==> src/rtl/i2s_stereo_bridge.sv <==
// i2s_stereo_bridge: I2S slave (codec masters bclk/LR) capturing stereo ADC frames and serializing FIFO-fed DAC frames.
// Latency: cap_valid 4 clk_100 cycles after the bclk rise carrying the right LSB; dac bit moves 4 cycles after a bclk fall.
// Backpressure: play_ready drops while the FIFO holds FIFO_DEPTH pairs; an empty pop replays the last pair or sends zeros.
//
// Ports:
//   clk_100, reset        system clock, asynchronous active-low reset
//   i2s_bclk/lrclk/adc    codec serial inputs (asynchronous, oversampled here)
//   i2s_dac_data          serial playback data to the codec
//   play_l/r/valid/ready  playback pair handshake into the FIFO; fifo_level = occupied entries
//   cap_l/r/valid         last captured stereo pair, cap_valid pulses on update
//   underrun              pulses when a left-slot pop finds the FIFO empty

module i2s_pair_fifo #(
    parameter int WIDTH = 48,
    parameter int DEPTH = 4
) (
    input  logic                   clk_i,
    input  logic                   rst_ni,
    input  logic                   wr_vld_i,
    output logic                   wr_rdy_o,
    input  logic [WIDTH-1:0]       wr_dat_i,
    input  logic                   rd_pop_i,
    output logic [WIDTH-1:0]       rd_dat_o,
    output logic                   empty_o,
    output logic [$clog2(DEPTH):0] level_o
);
    // Small synchronous FIFO, head visible combinationally.
    // Latency: one cycle from push to head/level update.
    // Backpressure: wr_rdy_o low when full; pops on empty are ignored.
    localparam int AW = $clog2(DEPTH);
    localparam int LW = AW + 1;
    localparam logic [LW-1:0] DEPTH_L = LW'(DEPTH);

    logic [WIDTH-1:0] mem_q [DEPTH];
    logic [AW-1:0]    wr_ptr_q;
    logic [AW-1:0]    rd_ptr_q;
    logic [LW-1:0]    level_q;
    logic             push;
    logic             pop;

    assign wr_rdy_o = (level_q < DEPTH_L);
    assign empty_o  = (level_q == '0);
    assign push     = wr_vld_i & wr_rdy_o;
    assign pop      = rd_pop_i & ~empty_o;
    assign rd_dat_o = mem_q[rd_ptr_q];
    assign level_o  = level_q;

    // DEPTH is a power of two, so the pointers wrap for free.
    always_ff @(posedge clk_i or negedge rst_ni) begin
        if (!rst_ni) begin
            for (int i = 0; i < DEPTH; i++) begin
                mem_q[i] <= '0;
            end
            wr_ptr_q <= '0;
            rd_ptr_q <= '0;
            level_q  <= '0;
        end else begin
            if (push) begin
                mem_q[wr_ptr_q] <= wr_dat_i;
                wr_ptr_q        <= wr_ptr_q + 1'b1;
            end
            if (pop) begin
                rd_ptr_q <= rd_ptr_q + 1'b1;
            end
            case ({push, pop})
                2'b10:   level_q <= level_q + 1'b1;
                2'b01:   level_q <= level_q - 1'b1;
                default: level_q <= level_q;
            endcase
        end
    end
endmodule

module i2s_stereo_bridge #(
    parameter int SAMPLE_WIDTH  = 24,
    parameter int SLOT_WIDTH    = 32,
    parameter int FIFO_DEPTH    = 4,
    parameter int UNDERRUN_ZERO = 0
) (
    input  logic                          clk_100,
    input  logic                          reset,
    input  logic                          i2s_bclk,
    input  logic                          i2s_lrclk,
    input  logic                          i2s_adc_data,
    output logic                          i2s_dac_data,
    input  logic [SAMPLE_WIDTH-1:0]       play_l,
    input  logic [SAMPLE_WIDTH-1:0]       play_r,
    input  logic                          play_valid,
    output logic                          play_ready,
    output logic [$clog2(FIFO_DEPTH):0]   fifo_level,
    output logic [SAMPLE_WIDTH-1:0]       cap_l,
    output logic [SAMPLE_WIDTH-1:0]       cap_r,
    output logic                          cap_valid,
    output logic                          underrun
);
    localparam int CW = $clog2(SLOT_WIDTH + 1);
    localparam logic [CW-1:0] C_SW   = CW'(SAMPLE_WIDTH);
    localparam logic [CW-1:0] C_LAST = CW'(SAMPLE_WIDTH - 1);
    localparam logic [CW-1:0] C_SLOT = CW'(SLOT_WIDTH);

    typedef struct packed {
        logic [SAMPLE_WIDTH-1:0] l;
        logic [SAMPLE_WIDTH-1:0] r;
    } pair_t;

    typedef enum logic {
        SLOT_L = 1'b0,
        SLOT_R = 1'b1
    } slot_e;

    // ---------------- input synchronizers and bclk edge events ----------------
    logic [2:0] bclk_sync_q;
    logic [1:0] lr_sync_q;
    logic [1:0] adc_sync_q;
    logic       rise_q;
    logic       fall_q;
    logic       lr_s;
    logic       adc_s;

    assign lr_s  = lr_sync_q[1];
    assign adc_s = adc_sync_q[1];

    // Edge events are registered so every framing/transmit decision sees the
    // synchronized LR/ADC values a full cycle after the edge was detected.
    always_ff @(posedge clk_100 or negedge reset) begin
        if (!reset) begin
            bclk_sync_q <= '0;
            lr_sync_q   <= '0;
            adc_sync_q  <= '0;
            rise_q      <= 1'b0;
            fall_q      <= 1'b0;
        end else begin
            bclk_sync_q <= {bclk_sync_q[1:0], i2s_bclk};
            lr_sync_q   <= {lr_sync_q[0], i2s_lrclk};
            adc_sync_q  <= {adc_sync_q[0], i2s_adc_data};
            rise_q      <= bclk_sync_q[1] & ~bclk_sync_q[2];
            fall_q      <= ~bclk_sync_q[1] & bclk_sync_q[2];
        end
    end

    // ---------------- playback FIFO ----------------
    pair_t play_pair;
    pair_t fifo_head;
    logic  fifo_empty;
    logic  fifo_pop;

    assign play_pair = {play_l, play_r};

    i2s_pair_fifo #(
        .WIDTH (2 * SAMPLE_WIDTH),
        .DEPTH (FIFO_DEPTH)
    ) u_fifo (
        .clk_i    (clk_100),
        .rst_ni   (reset),
        .wr_vld_i (play_valid),
        .wr_rdy_o (play_ready),
        .wr_dat_i (play_pair),
        .rd_pop_i (fifo_pop),
        .rd_dat_o (fifo_head),
        .empty_o  (fifo_empty),
        .level_o  (fifo_level)
    );

    // ---------------- framing, capture and transmit state ----------------
    logic [CW-1:0]           c_q, c_d;
    slot_e                   slot_q, slot_d;
    logic                    lr_prev_q, lr_prev_d;
    logic [SAMPLE_WIDTH-1:0] rx_q, rx_d;
    logic [SAMPLE_WIDTH-1:0] left_hold_q, left_hold_d;
    logic                    left_seen_q, left_seen_d;
    pair_t                   cap_q, cap_d;
    logic                    cap_valid_q, cap_valid_d;
    logic                    underrun_q, underrun_d;
    pair_t                   tx_q, tx_d;
    pair_t                   last_q, last_d;
    logic                    dac_q, dac_d;
    logic [SAMPLE_WIDTH-1:0] tx_word;
    logic [SAMPLE_WIDTH-1:0] tx_shift;

    // Bit c of the slot is the MSB of the word shifted left by c.
    assign tx_word  = (slot_q == SLOT_R) ? tx_q.r : tx_q.l;
    assign tx_shift = tx_word << c_q;

    always_comb begin
        c_d         = c_q;
        slot_d      = slot_q;
        lr_prev_d   = lr_prev_q;
        rx_d        = rx_q;
        left_hold_d = left_hold_q;
        left_seen_d = left_seen_q;
        cap_d       = cap_q;
        cap_valid_d = 1'b0;
        underrun_d  = 1'b0;
        tx_d        = tx_q;
        last_d      = last_q;
        dac_d       = dac_q;
        fifo_pop    = 1'b0;

        if (rise_q) begin
            lr_prev_d = lr_s;
            if (lr_s != lr_prev_q) begin
                // New slot: restart the bit counter. The MSB follows one bclk later.
                c_d    = '0;
                slot_d = lr_s ? SLOT_R : SLOT_L;
                if (!lr_s) begin
                    // Start of a stereo frame: fetch the next playback pair.
                    // A same-cycle push into an empty FIFO is not bypassed.
                    if (!fifo_empty) begin
                        fifo_pop = 1'b1;
                        tx_d     = fifo_head;
                        last_d   = fifo_head;
                    end else begin
                        underrun_d = 1'b1;
                        if (UNDERRUN_ZERO != 0) begin
                            tx_d = '0;
                        end else begin
                            tx_d = last_q;
                        end
                    end
                end
            end else begin
                if (c_q < C_SW) begin
                    rx_d = {rx_q[SAMPLE_WIDTH-2:0], adc_s};
                end
                if (c_q < C_SLOT) begin
                    c_d = c_q + 1'b1;
                end
                // rx_d holds the complete sample once the LSB has been shifted in.
                if (c_q == C_LAST) begin
                    if (slot_q == SLOT_L) begin
                        left_hold_d = rx_d;
                        left_seen_d = 1'b1;
                    end else if (left_seen_q) begin
                        cap_d.l     = left_hold_q;
                        cap_d.r     = rx_d;
                        cap_valid_d = 1'b1;
                        left_seen_d = 1'b0;
                    end
                end
            end
        end

        // Idle (c saturated) and the padding bits of a slot drive zeros.
        if (fall_q) begin
            dac_d = (c_q < C_SW) ? tx_shift[SAMPLE_WIDTH-1] : 1'b0;
        end
    end

    always_ff @(posedge clk_100 or negedge reset) begin
        if (!reset) begin
            c_q         <= C_SLOT;
            slot_q      <= SLOT_L;
            lr_prev_q   <= 1'b0;
            rx_q        <= '0;
            left_hold_q <= '0;
            left_seen_q <= 1'b0;
            cap_q       <= '0;
            cap_valid_q <= 1'b0;
            underrun_q  <= 1'b0;
            tx_q        <= '0;
            last_q      <= '0;
            dac_q       <= 1'b0;
        end else begin
            c_q         <= c_d;
            slot_q      <= slot_d;
            lr_prev_q   <= lr_prev_d;
            rx_q        <= rx_d;
            left_hold_q <= left_hold_d;
            left_seen_q <= left_seen_d;
            cap_q       <= cap_d;
            cap_valid_q <= cap_valid_d;
            underrun_q  <= underrun_d;
            tx_q        <= tx_d;
            last_q      <= last_d;
            dac_q       <= dac_d;
        end
    end

    assign i2s_dac_data = dac_q;
    assign cap_l        = cap_q.l;
    assign cap_r        = cap_q.r;
    assign cap_valid    = cap_valid_q;
    assign underrun     = underrun_q;
endmodule

==> config.mk <==
export PLATFORM = sky130hd
export DESIGN_NAME = i2s_stereo_bridge
export DESIGN_NICKNAME = d
export VERILOG_FILES = /design/src/rtl/i2s_stereo_bridge.sv
export SDC_FILE = /design/constraint.sdc
export NUM_CORES = 1
export LEC_CHECK = 0
export ABC_AREA = 1
export CAP_MARGIN = 20
export CORE_UTILIZATION = 38
export CTS_CLUSTER_DIAMETER = 40
export DETAILED_ROUTE_END_ITERATION = 12
export PLACE_DENSITY_LB_ADDON = 0.12
export SLEW_MARGIN = 10
export SYNTH_ARGS = -nofsm -noshare
export SYNTH_HDL_FRONTEND = slang
export SYNTH_SLANG_ARGS = --single-unit
==> constraint.sdc <==
create_clock -name clk_100 -period 5 [get_ports clk_100]
set_clock_uncertainty 0.2 [all_clocks]
set_input_delay 1.25 -clock clk_100 [delete_from_list [all_inputs] [get_ports clk_100]]
set_output_delay 1.25 -clock clk_100 [all_outputs]
set_load 0.01 [all_outputs]
==> results of run 1 <==
==> kinds of logic after synthesis <==
group / after synthesis / synth area share [%]
AO/OA/AOI/OAI: 466 / 15.56
XOR/XNOR: 4 / 0.2267
adder cells (fa/ha/maj): 7 / 0.6151
buffers and inverters: 251 / 6.621
flip-flops: 364 / 58.93
multiplexers: 5 / 0.3642
AND/OR/NAND/NOR: 706 / 17.69
==> power by group through the flow <==
stage	logic [W]	clock network, W	registers, W
detailed placement	0.00274	0	0.00450
floorplan	0.00197	0	0.00432
global placement	0.00266	0	0.00448
global route	0.00316	0.00460	0.00458
CTS	0.00275	0.00448	0.00446
finish	0.00269	0.00438	0.00446
==> state kept, by name (all words and copies together), names as in the netlist, 2 cells and up <==
register,cells
cap_l,24
u_fifo.rd_ptr_q,2
adc_sync_q,2
u_fifo.mem_q,192
bclk_sync_q,3
left_hold_q,24
last_q,48
u_fifo.wr_ptr_q,2
c_q,6
u_fifo.level_o,3
lr_sync_q,2
cap_r,24
rx_q,24
==> per-stage QoR <==
stage          util (%)  cell area (µm²)
2_1_floorplan         -            15460
3_3_place_gp      42.38            16920
3_5_place_dp      42.45            16950
4_1_cts           47.88            19110
5_1_grt           47.88            19110
6_report          47.88            19110
==> cells in the final DEF, fill, tap and decap left out, drive strengths merged, types with 15 or more instances in the layout <==
cell	netlist	final
a31oi	35	35
buf	52	19
nand2	448	448
o22ai	15	15
dfrtp	363	363
clkdlybuf4s50	0	107
o21ai	405	405
inv	138	143
nor2	227	227
clkbuf	61	74
nand3	27	27
==> worst paths after layout <==
check	to	depth (start not counted)
max in group asynchronous	u_fifo.rd_ptr_q[0]	2
max reg2reg	cap_r[9]	10
max	play_ready	2
min	adc_sync_q[1]	0
min in group asynchronous	cap_l[8]	1
min reg2reg	adc_sync_q[1]	0
==> synthesized netlist by cell type (all sizes together) <==
cell    number
mux2         5
o211ai       4
dfstp        1
nor4         2
a31oi       35
clkbuf      61
ha           6
nor3         2
dfrtp      363
xor2         3
nor2       227
o21ai      405
nand2      448
inv        138
o22ai       15
nand3       27
buf         52
xnor2        1
a21oi        7
fa           1
==> final cells by class <==
class / instances / area, µm²
Multi-Input combinational cell: 1188 / 5343
Timing Repair Buffer: 126 / 1316
Sequential cell: 364 / 9111
Tap cell: 525 / 656.9
Clock buffer: 74 / 1655
Clock inverter: 37 / 510.5
Inverter: 138 / 518.0
Fill cell: 3899 / 20800
==> metal layers <==
| layer | up-vias | wire [µm] | global-route usage (%) | part of all wire [%] |
|---|---|---|---|---|
| met5 | - | 0 | 0 | 0 |
| met3 | 55 | 1551 | 2.876 | 4.1 |
| li1 | 5978 | - | - | - |
| met2 | 213 | 18200 | 32.52 | 48 |
| met1 | 5770 | 17370 | 24.84 | 46 |
| met4 | 0 | 758 | 6.230 | 2.0 |
==> metrics.txt, run 1 <==
Detailed Routing Iterations Pass 1=5; placed cell count=2341; endpoints failing setup=0; die outline width=203.7 µm; hold path start=adc_sync_q[0]; fmax=approximately 320 MHz; gp weighted congestion=0.8161; synthesis-stage register bit count=364; CP Class=reg2out; full die area=41490 µm²; Net Sw Power=0.003713 W; die height=slightly above 200 µm; Tightest Pin Transition=approximately 1000 ps; launching point of the worst reg2reg path=c_q[0]; first-pass GRT wire length=~63 mm; GRT overflow=0; CTS tree=built; Final Max Tran Viols=0; non-filler instance count after layout=2452; num ports=~110; Netlist Area Pre-Place=15460 µm²; Net Count, Synth=approximately 1900; Setup crit start=u_fifo.level_o[2]; cells after synthesis=around 1800; status=completed; crit end category=output port; Worst-path clk slew=roughly 50 ps; Power per Cell Area=slightly above 600 nW/µm²; post-synth top area share=about three fifths; initial core utilization=around two fifths; Yosys top cell by area=dfrtp_1; Setup TNS=0 ps; row count=73; DR DRC count=0; CP Launch Type=flip-flop; Int Pwr=between 0.007 and 0.008 W; n_diodes=0; final wirelength=37.87 mm; core footprint=roughly 40000 µm²; nets=1938; crit path DAT=1640 ps; maximum buffer depth of the clock tree=3; critical-path cell list=inv_1 > clkdlybuf4s50_1; via count=roughly 12000; wire per inst=~15 µm; minimum clock period=about 3000 ps; Area growth, synth to finish=23.63%; RSZ-0062 raised after global routing=no; Final period util=61.80%; hold buffers post-CTS=0; CTS H-tree depth=2; Crit path largest cell delay=about 550 ps; number of routed nets with antenna violations=0; Final Hold Vio Count=0; post-synth cell types=29; Worst path slowest cell=clkdlybuf4s50_1; Combinational Power Share=between 20% and 30%; pre-CTS setup slack=approximately 1500 ps; All-Layer GR Usage=a little under a fifth; sequential-to-total area share from yosys stat=between 50% and 60%; relative slew slack=about a third; vias per inst=4.900; vias in the first global route=approximately 12000; Mean Syn Cell Area=~8.6 µm²; initial antenna violation count=0; CTS Buf Count=59; family with the most delay on the worst path=buffers and inverters; top cells by area, synth=dfrtp_1 (59%), o21ai_0 (12%), nand2_1 (11%); sw frac=32.19%; pin count of the biggest net entering global routing=roughly 120; latest clock arrival within the worst-skew pair=approximately 590 ps; share of cells above drive strength 1=under 10%; Critical Path RT=between 3000 and 4000 ps; Reg2Reg Setup Slack=between 2000 and 2500 ps; min-delay worst type=reg2reg; I/O Buffers=~110; Root Driver=clkbuf_16; leak pwr=8.811 nW; Min Hold Slack=between 150 and 200 ps; DP HPWL=~22 mm; Post-CTS Resized=0; postcts setup bufs=0; Flop pwr share=between 30 and 40%; DRT iter0 DRCs=about 700; Synth warnings=0; worst setup margin=around 1900 ps; power share of the clock group=between 30 and 40%; worst-path maximum fanout=4; post-layout power=0.01153 W; worst path bufs/invs=2; worst vdd ir=about 0.00032 V; CTS sink cnt=364; Max Cap Viol=0
Power figures use the tool's default switching activity.
==> inputs of run 2 (changes only) <==
- clock period: 5 -> 2.8 ns (I/O delays scaled with it)
==> run 2 against run 1 <==
Net effect:
- hold slack got worse by 2.4 ps
- highest routed layer unchanged
- non-clock buffer count increased by 16
- flip-flop and latch count unchanged
- first-iteration DRC count increased by 16%
- critical path type unchanged
- setup slack got worse by 1700 ps
- clock power increased by 62%
- routed wire length decreased by 0.37%
- die area unchanged
==> metrics.txt, run 2 (synthesized netlist as in run 1, its figures left out) <==
CP Class=reg2out (unchanged); finished layout cell area=19080 µm² (was 19110 µm²); All-Layer GR Usage=18.96% (was 19.10%); DR DRC count=0 (unchanged); worst path bufs/invs=2 (unchanged); Area growth, synth to finish=23.42% (was 23.63%); Net Sw Power=0.006687 W (was 0.003713 W); CTS tree=built (unchanged); Critical Path RT=1900 ps (was 3550 ps); top flop regs=u_fifo.mem_q x192, last_q x48 (unchanged); family with the most delay on the worst path=buffers and inverters (unchanged); CTS sink cnt=364 (unchanged); pin count of the biggest net entering global routing=97 (was 124); share of cells above drive strength 1=7.959% (was 7.680%); core footprint=39910 µm² (unchanged); DP HPWL=22.64 mm (was 22.32 mm); crit end category=output port (unchanged); R2R cell count=12 (was 10); initial antenna violation count=0 (unchanged); Combinational Power Share=24.3% (was 23.3%); latest clock arrival within the worst-skew pair=610 ps (was 590 ps); Hold Crit Depth=0 (unchanged); commonest non-fill, non-tap cell in the layout=nand2_1 (unchanged); commonest cells after routing, fill and taps aside=nand2_1 (443), o21ai_0 (381), dfrtp_1 (362), nor2_1 (223), inv_1 (133) (unchanged); sw frac=33.50% (was 32.19%); n_diodes=0 (unchanged); initial core utilization=38.73% (unchanged); CTS Buf Count=56 (was 59); Tightest Pin Transition=723.1 ps (was 997.3 ps); Int Pwr=0.01327 W (was 0.007820 W); register area=9111 µm² (unchanged); Crit path largest cell delay=540 ps (was 550 ps); worst vdd ir=0.0004294 V (was 0.0003200 V); die height=203.7 µm (unchanged); gp weighted congestion=0.7959 (was 0.8161); first-pass GRT wire length=62.73 mm (was 63.16 mm); Worst path slowest cell=clkdlybuf4s50_1 (unchanged); maximum buffer depth of the clock tree=3 (unchanged); Root Driver=clkbuf_16 (unchanged); worst-path maximum fanout=4 (unchanged); nets=1951 (was 1938); die outline width=203.7 µm (unchanged); minimum clock period=between 2000 and 3000 ps; postcts setup bufs=0 (unchanged); vias per inst=4.915 (was 4.900); relative slew slack=51.74% (was 33.51%); Setup TNS=0 ps (unchanged); critical-path cell list=inv_1 > clkdlybuf4s50_1 (unchanged); power share of the clock group=35.5% (was 38.0%); number of routed nets with antenna violations=0 (unchanged); Fill cells=3862 (was 3899); Power per Cell Area=1046 nW/µm² (was 603.5 nW/µm²); CTS H-tree depth=2 (unchanged); wire per inst=15.34 µm (was 15.45 µm); endpoints failing setup=0 (unchanged); final wirelength=37.73 mm (was 37.87 mm); Flop pwr share=40.2% (was 38.7%); Max Cap Viol=0 (unchanged); via count=12090 (was 12020); Final period util=roughly nine tenths; fmax=around 390 MHz; Top reg by flops=u_fifo.mem_q (unchanged); placed inst area=17130 µm² (was 16950 µm²); row count=73 (unchanged); Multi-input gate area=5343 µm² (unchanged); Final Max Tran Viols=0 (unchanged); RSZ-0062 raised after global routing=no (unchanged); vias in the first global route=11940 (was 11920); GRT overflow=0 (unchanged); DRT iter0 DRCs=809 (was 698); min-delay worst type=reg2reg (unchanged); I/O Buffers=108 (unchanged); max FFs per register=192 (unchanged); num ports=109 (unchanged); Final Hold Vio Count=0 (unchanged); crit path DAT=1650 ps (was 1640 ps); Worst-path clk slew=60 ps (was 50 ps); number of cells on the critical path=2 (unchanged); status=completed (unchanged); leak pwr=8.811 nW (about the same); full die area=41490 µm² (unchanged); CP Launch Type=flip-flop (unchanged); Detailed Routing Iterations Pass 1=6 (was 5)
run 2: changes by cell type in the layout (fill, tap and decap cells not counted), moves of 2 or more:
cell,before,now
buf_12,6,13
clkbuf_8,8,5
clkbuf_16,61,56
inv_16,0,2
bufinv_16,11,6
inv_6,5,10
clkinvlp_4,8,5
buf_4,11,20
clkinv_2,10,8
run 2: path summary, 6_finish.rpt:
| path | to | slack [ps] | start |
|---|---|---|---|
| worst max-delay path | play_ready | 250 | u_fifo.level_o[2] |
| worst min-delay path | lr_sync_q[1] | 150 | lr_sync_q[0] |
| worst max register to register | u_fifo.level_o[2] | 470 | lr_prev_q |
| worst min register to register | lr_sync_q[1] | 150 | lr_sync_q[0] |
| max in group asynchronous | last_q[42] | 1230 | reset |
| min in group asynchronous | u_fifo.mem_q[151] | 370 | reset |
run 2: through the flow:
stage / instances / hold WS (ps) / worst slack, ps / total power (W) / utilization (%)
5_1_grt: 2460 / 164.9 / 149.9 / 0.02142 / 47.80
4_1_cts: 2460 / 151.9 / 200.4 / 0.02024 / 47.80
3_5_place_dp: 2356 / 139.5 / 228.1 / 0.01302 / 42.90
3_3_place_gp: 2356 / 136.0 / 211.0 / 0.01288 / 42.90
6_report: 2460 / 148.2 / 245.7 / 0.01996 / 47.80
2_1_floorplan: 1803 / 131.2 / 356.1 / 0.01123 / -
run 2: cell type report:
type	count	area share [%]
Tap cell	525	3.443
Clock inverter	36	2.361
Timing Repair Buffer	142	7.896
Inverter	138	2.715
Clock buffer	67	7.824
Multi-Input combinational cell	1188	28.00
Sequential cell	364	47.76
run 2: repair_timing:
item | CTS | global route
resized for setup | 0 | 0
hold endpoints to repair | 27 | 0
hold buffers | 1 | 0
run 2: worst register-to-register path, delay by kind of cell (launching register included):
kind	cells	cell delay (ps)
compound gates	2	250
buf+inv	4	310
flops	1	370
fa+ha+maj	2	540
xor+xnor	1	150
simple gates	3	400
run 2: power groups by stage:
stage	clock (W)	sequential (W)	combinational, W
6_report	0.00710	0.00802	0.00484
5_1_grt	0.00750	0.00824	0.00568
4_1_cts	0.00727	0.00803	0.00494
3_5_place_dp	0	0.00810	0.00491
3_3_place_gp	0	0.00805	0.00483
2_1_floorplan	0	0.00771	0.00352
run 2: per-layer routing:
layer	vias to the layer above	part of all wire, %	track usage, %
li1	5995	-	-
met1	5800	46	25.00
met2	234	47	31.55
met3	61	4.2	3.516
met4	0	2.4	5.854
met5	-	0	0
==> inputs of run 3 (changes only) <==
- CORE_ASPECT_RATIO: default -> 0.75
==> run 3 against run 2 <==
Net effect:
- highest routed layer unchanged
- hold slack lost 4.8 ps
- design area down 2.2%
- largest cell class unchanged
- via count fell by 0.86%
- flip-flop and latch count is the same
- fmax grew 2.4%
- non-clock buffer count grew 2
- sequential share of layout area increased by 1.1 points
- critical path depth stayed put
- setup slack improved by 60 ps
- routed wire length increased by 2.9%
==> metrics.txt, run 3 (synthesized netlist as in run 1, its figures left out) <==
share of cells above drive strength 1=6.740% (was 7.959%); Int Pwr=0.01231 W (was 0.01327 W); crit path DAT=1590 ps (was 1650 ps); top flop regs=u_fifo.mem_q x192, last_q x48 (unchanged); critical-path cell list=inv_1 > clkdlybuf4s50_1 (unchanged); wire per inst=15.95 µm (was 15.34 µm); placed cell count=2353 (was 2356); num ports=109 (unchanged); latest clock arrival within the worst-skew pair=540 ps (was 610 ps); die outline width=234.9 µm (was 203.7 µm); pin count of the biggest net entering global routing=94 (was 97); relative slew slack=52.20% (was 51.74%); hold buffers post-CTS=1 (unchanged); vias in the first global route=11830 (was 11940); DR DRC count=0 (unchanged); CP Launch Type=flip-flop (unchanged); M1 WL=19.50 mm (was 17.50 mm); Reg2Reg Setup Slack=400 ps (was 470 ps); maximum buffer depth of the clock tree=3 (unchanged); DP HPWL=23.89 mm (was 22.64 mm); first-pass GRT wire length=64.31 mm (was 62.73 mm); worst path bufs/invs=2 (unchanged); fmax=400.9 MHz (was 391.5 MHz); CP Class=reg2out (unchanged); Worst path slowest cell=clkdlybuf4s50_1 (unchanged); Power per Cell Area=1006 nW/µm² (was 1046 nW/µm²); sw frac=34.40% (was 33.50%); Met2 Wirelength=16.94 mm (was 17.75 mm); full die area=41500 µm² (was 41490 µm²); vias per inst=4.924 (was 4.915); Max Cap Viol=0 (unchanged); core footprint=39810 µm² (was 39910 µm²); CTS tree=built (unchanged); family with the most delay on the worst path=buffers and inverters (unchanged); Tightest Pin Transition=717.0 ps (was 723.1 ps); power share of the clock group=30.5% (was 35.5%); row count=63 (was 73); final wirelength=38.83 mm (was 37.73 mm); Worst-path clk slew=60 ps (about the same); Combinational Power Share=26.6% (was 24.3%); Hold Crit Depth=0 (unchanged); crit end category=output port (unchanged); R2R cell count=12 (unchanged); n_diodes=0 (unchanged); Final period util=89.08% (was 91.22%); Min Hold Slack=143.5 ps (was 148.2 ps); Top Layer Used=met4 (unchanged); postcts setup bufs=0 (unchanged); Root Driver=clkbuf_16 (unchanged); number of routed nets with antenna violations=0 (unchanged); leak pwr=8.601 nW (was 8.811 nW); Detailed Routing Iterations Pass 1=5 (was 6); GRT overflow=0 (unchanged); non-filler instance count after layout=2434 (was 2460); nets=1942 (was 1951); finished layout cell area=18650 µm² (was 19080 µm²); Critical Path RT=1900 ps (about the same); commonest cells after routing, fill and taps aside=nand2_1 (443), o21ai_0 (381), dfrtp_1 (362), nor2_1 (223), inv_1 (133) (unchanged); Final Max Tran Viols=0 (unchanged); Hold EP=lr_sync_q[1] (unchanged); met3 WL post-DR=1.905 mm (was 1.585 mm); Flop pwr share=42.9% (was 40.2%); RSZ-0062 raised after global routing=no (unchanged); Final Hold Vio Count=0 (unchanged); placed inst area=17180 µm² (was 17130 µm²); Top reg by flops=u_fifo.mem_q (unchanged); Finished Core Util=46.86% (was 47.80%); gp weighted congestion=0.8779 (was 0.7959); hold path start=lr_sync_q[0] (unchanged); min-delay worst type=reg2reg (unchanged); minimum clock period=2494 ps (was 2554 ps); I/O Buffers=108 (unchanged); die height=176.7 µm (was 203.7 µm); R2R Path End=u_fifo.level_o[2] (unchanged); Setup TNS=0 ps (unchanged); CTS H-tree depth=2 (unchanged); launching point of the worst reg2reg path=lr_prev_q (unchanged); CTS Buf Count=45 (was 56); Post-CTS Resized=0 (unchanged); initial core utilization=38.83% (was 38.73%); worst-path maximum fanout=4 (unchanged); commonest non-fill, non-tap cell in the layout=nand2_1 (unchanged); Net Sw Power=0.006452 W (was 0.006687 W); via count=11990 (was 12090); number of cells on the critical path=2 (unchanged); initial antenna violation count=0 (unchanged); max FFs per register=192 (unchanged); worst vdd ir=0.0004826 V (was 0.0004294 V); status=completed (unchanged); All-Layer GR Usage=19.40% (was 18.96%); DRT iter0 DRCs=891 (was 809); Crit path largest cell delay=540 ps (about the same); Area growth, synth to finish=20.66% (was 23.42%); CTS sink cnt=364 (unchanged); endpoints failing setup=0 (unchanged)
run 3: changes by cell type in the layout (fill, tap and decap cells not counted), moves of 2 or more:
cell | before | now
clkinv_2 | 8 | 5
buf_12 | 13 | 17
bufinv_16 | 6 | 4
inv_6 | 10 | 4
clkbuf_16 | 56 | 45
clkbuf_8 | 5 | 2
buf_4 | 20 | 18
inv_16 | 2 | 0
clkbuf_1 | 6 | 10
inv_8 | 0 | 2
run 3: stage by stage:
| stage | total power, W | setup slack (ps) |
|---|---|---|
| 3_5_place_dp | 0.01315 | 226.6 |
| 3_3_place_gp | 0.01302 | 209.7 |
| 5_1_grt | 0.02017 | 181.4 |
| 6_report | 0.01876 | 305.7 |
| 4_1_cts | 0.01900 | 273.5 |
| 2_1_floorplan | 0.01123 | 356.1 |
run 3: worst max-delay path by stage:
stage / start / end
2_1_floorplan: lr_sync_q[1] / u_fifo.level_o[2]
3_3_place_gp: play_valid / u_fifo.level_o[2]
3_5_place_dp: play_valid / u_fifo.level_o[2]
4_1_cts: u_fifo.level_o[2] / play_ready
5_1_grt: lr_prev_q / u_fifo.level_o[2]
6_report: u_fifo.level_o[2] / play_ready
run 3: layout make-up:
type	instances	area (µm²)
Fill cell	3897	21150
Sequential cell	364	9111
Multi-Input combinational cell	1188	5343
Timing Repair Buffer	144	1572
Clock buffer	57	1191
Tap cell	520	650.6
Inverter	138	518.0
Clock inverter	23	267.8
run 3: per-layer routing:
metal / up-vias / GRT usage, %
met2: 253 / 30.39
met4: 0 / 4.002
met1: 5719 / 28.25
li1: 5971 / -
met5: - / 0
met3: 43 / 3.400
run 3: power groups by stage:
stage	clock network (W)	logic [W]	registers, W
after floorplan	0	0.00352	0.00771
after global placement	0	0.00496	0.00805
after detailed placement	0	0.00505	0.00810
after CTS	0.00590	0.00507	0.00802
after global routing	0.00611	0.00583	0.00823
final	0.00572	0.00500	0.00804
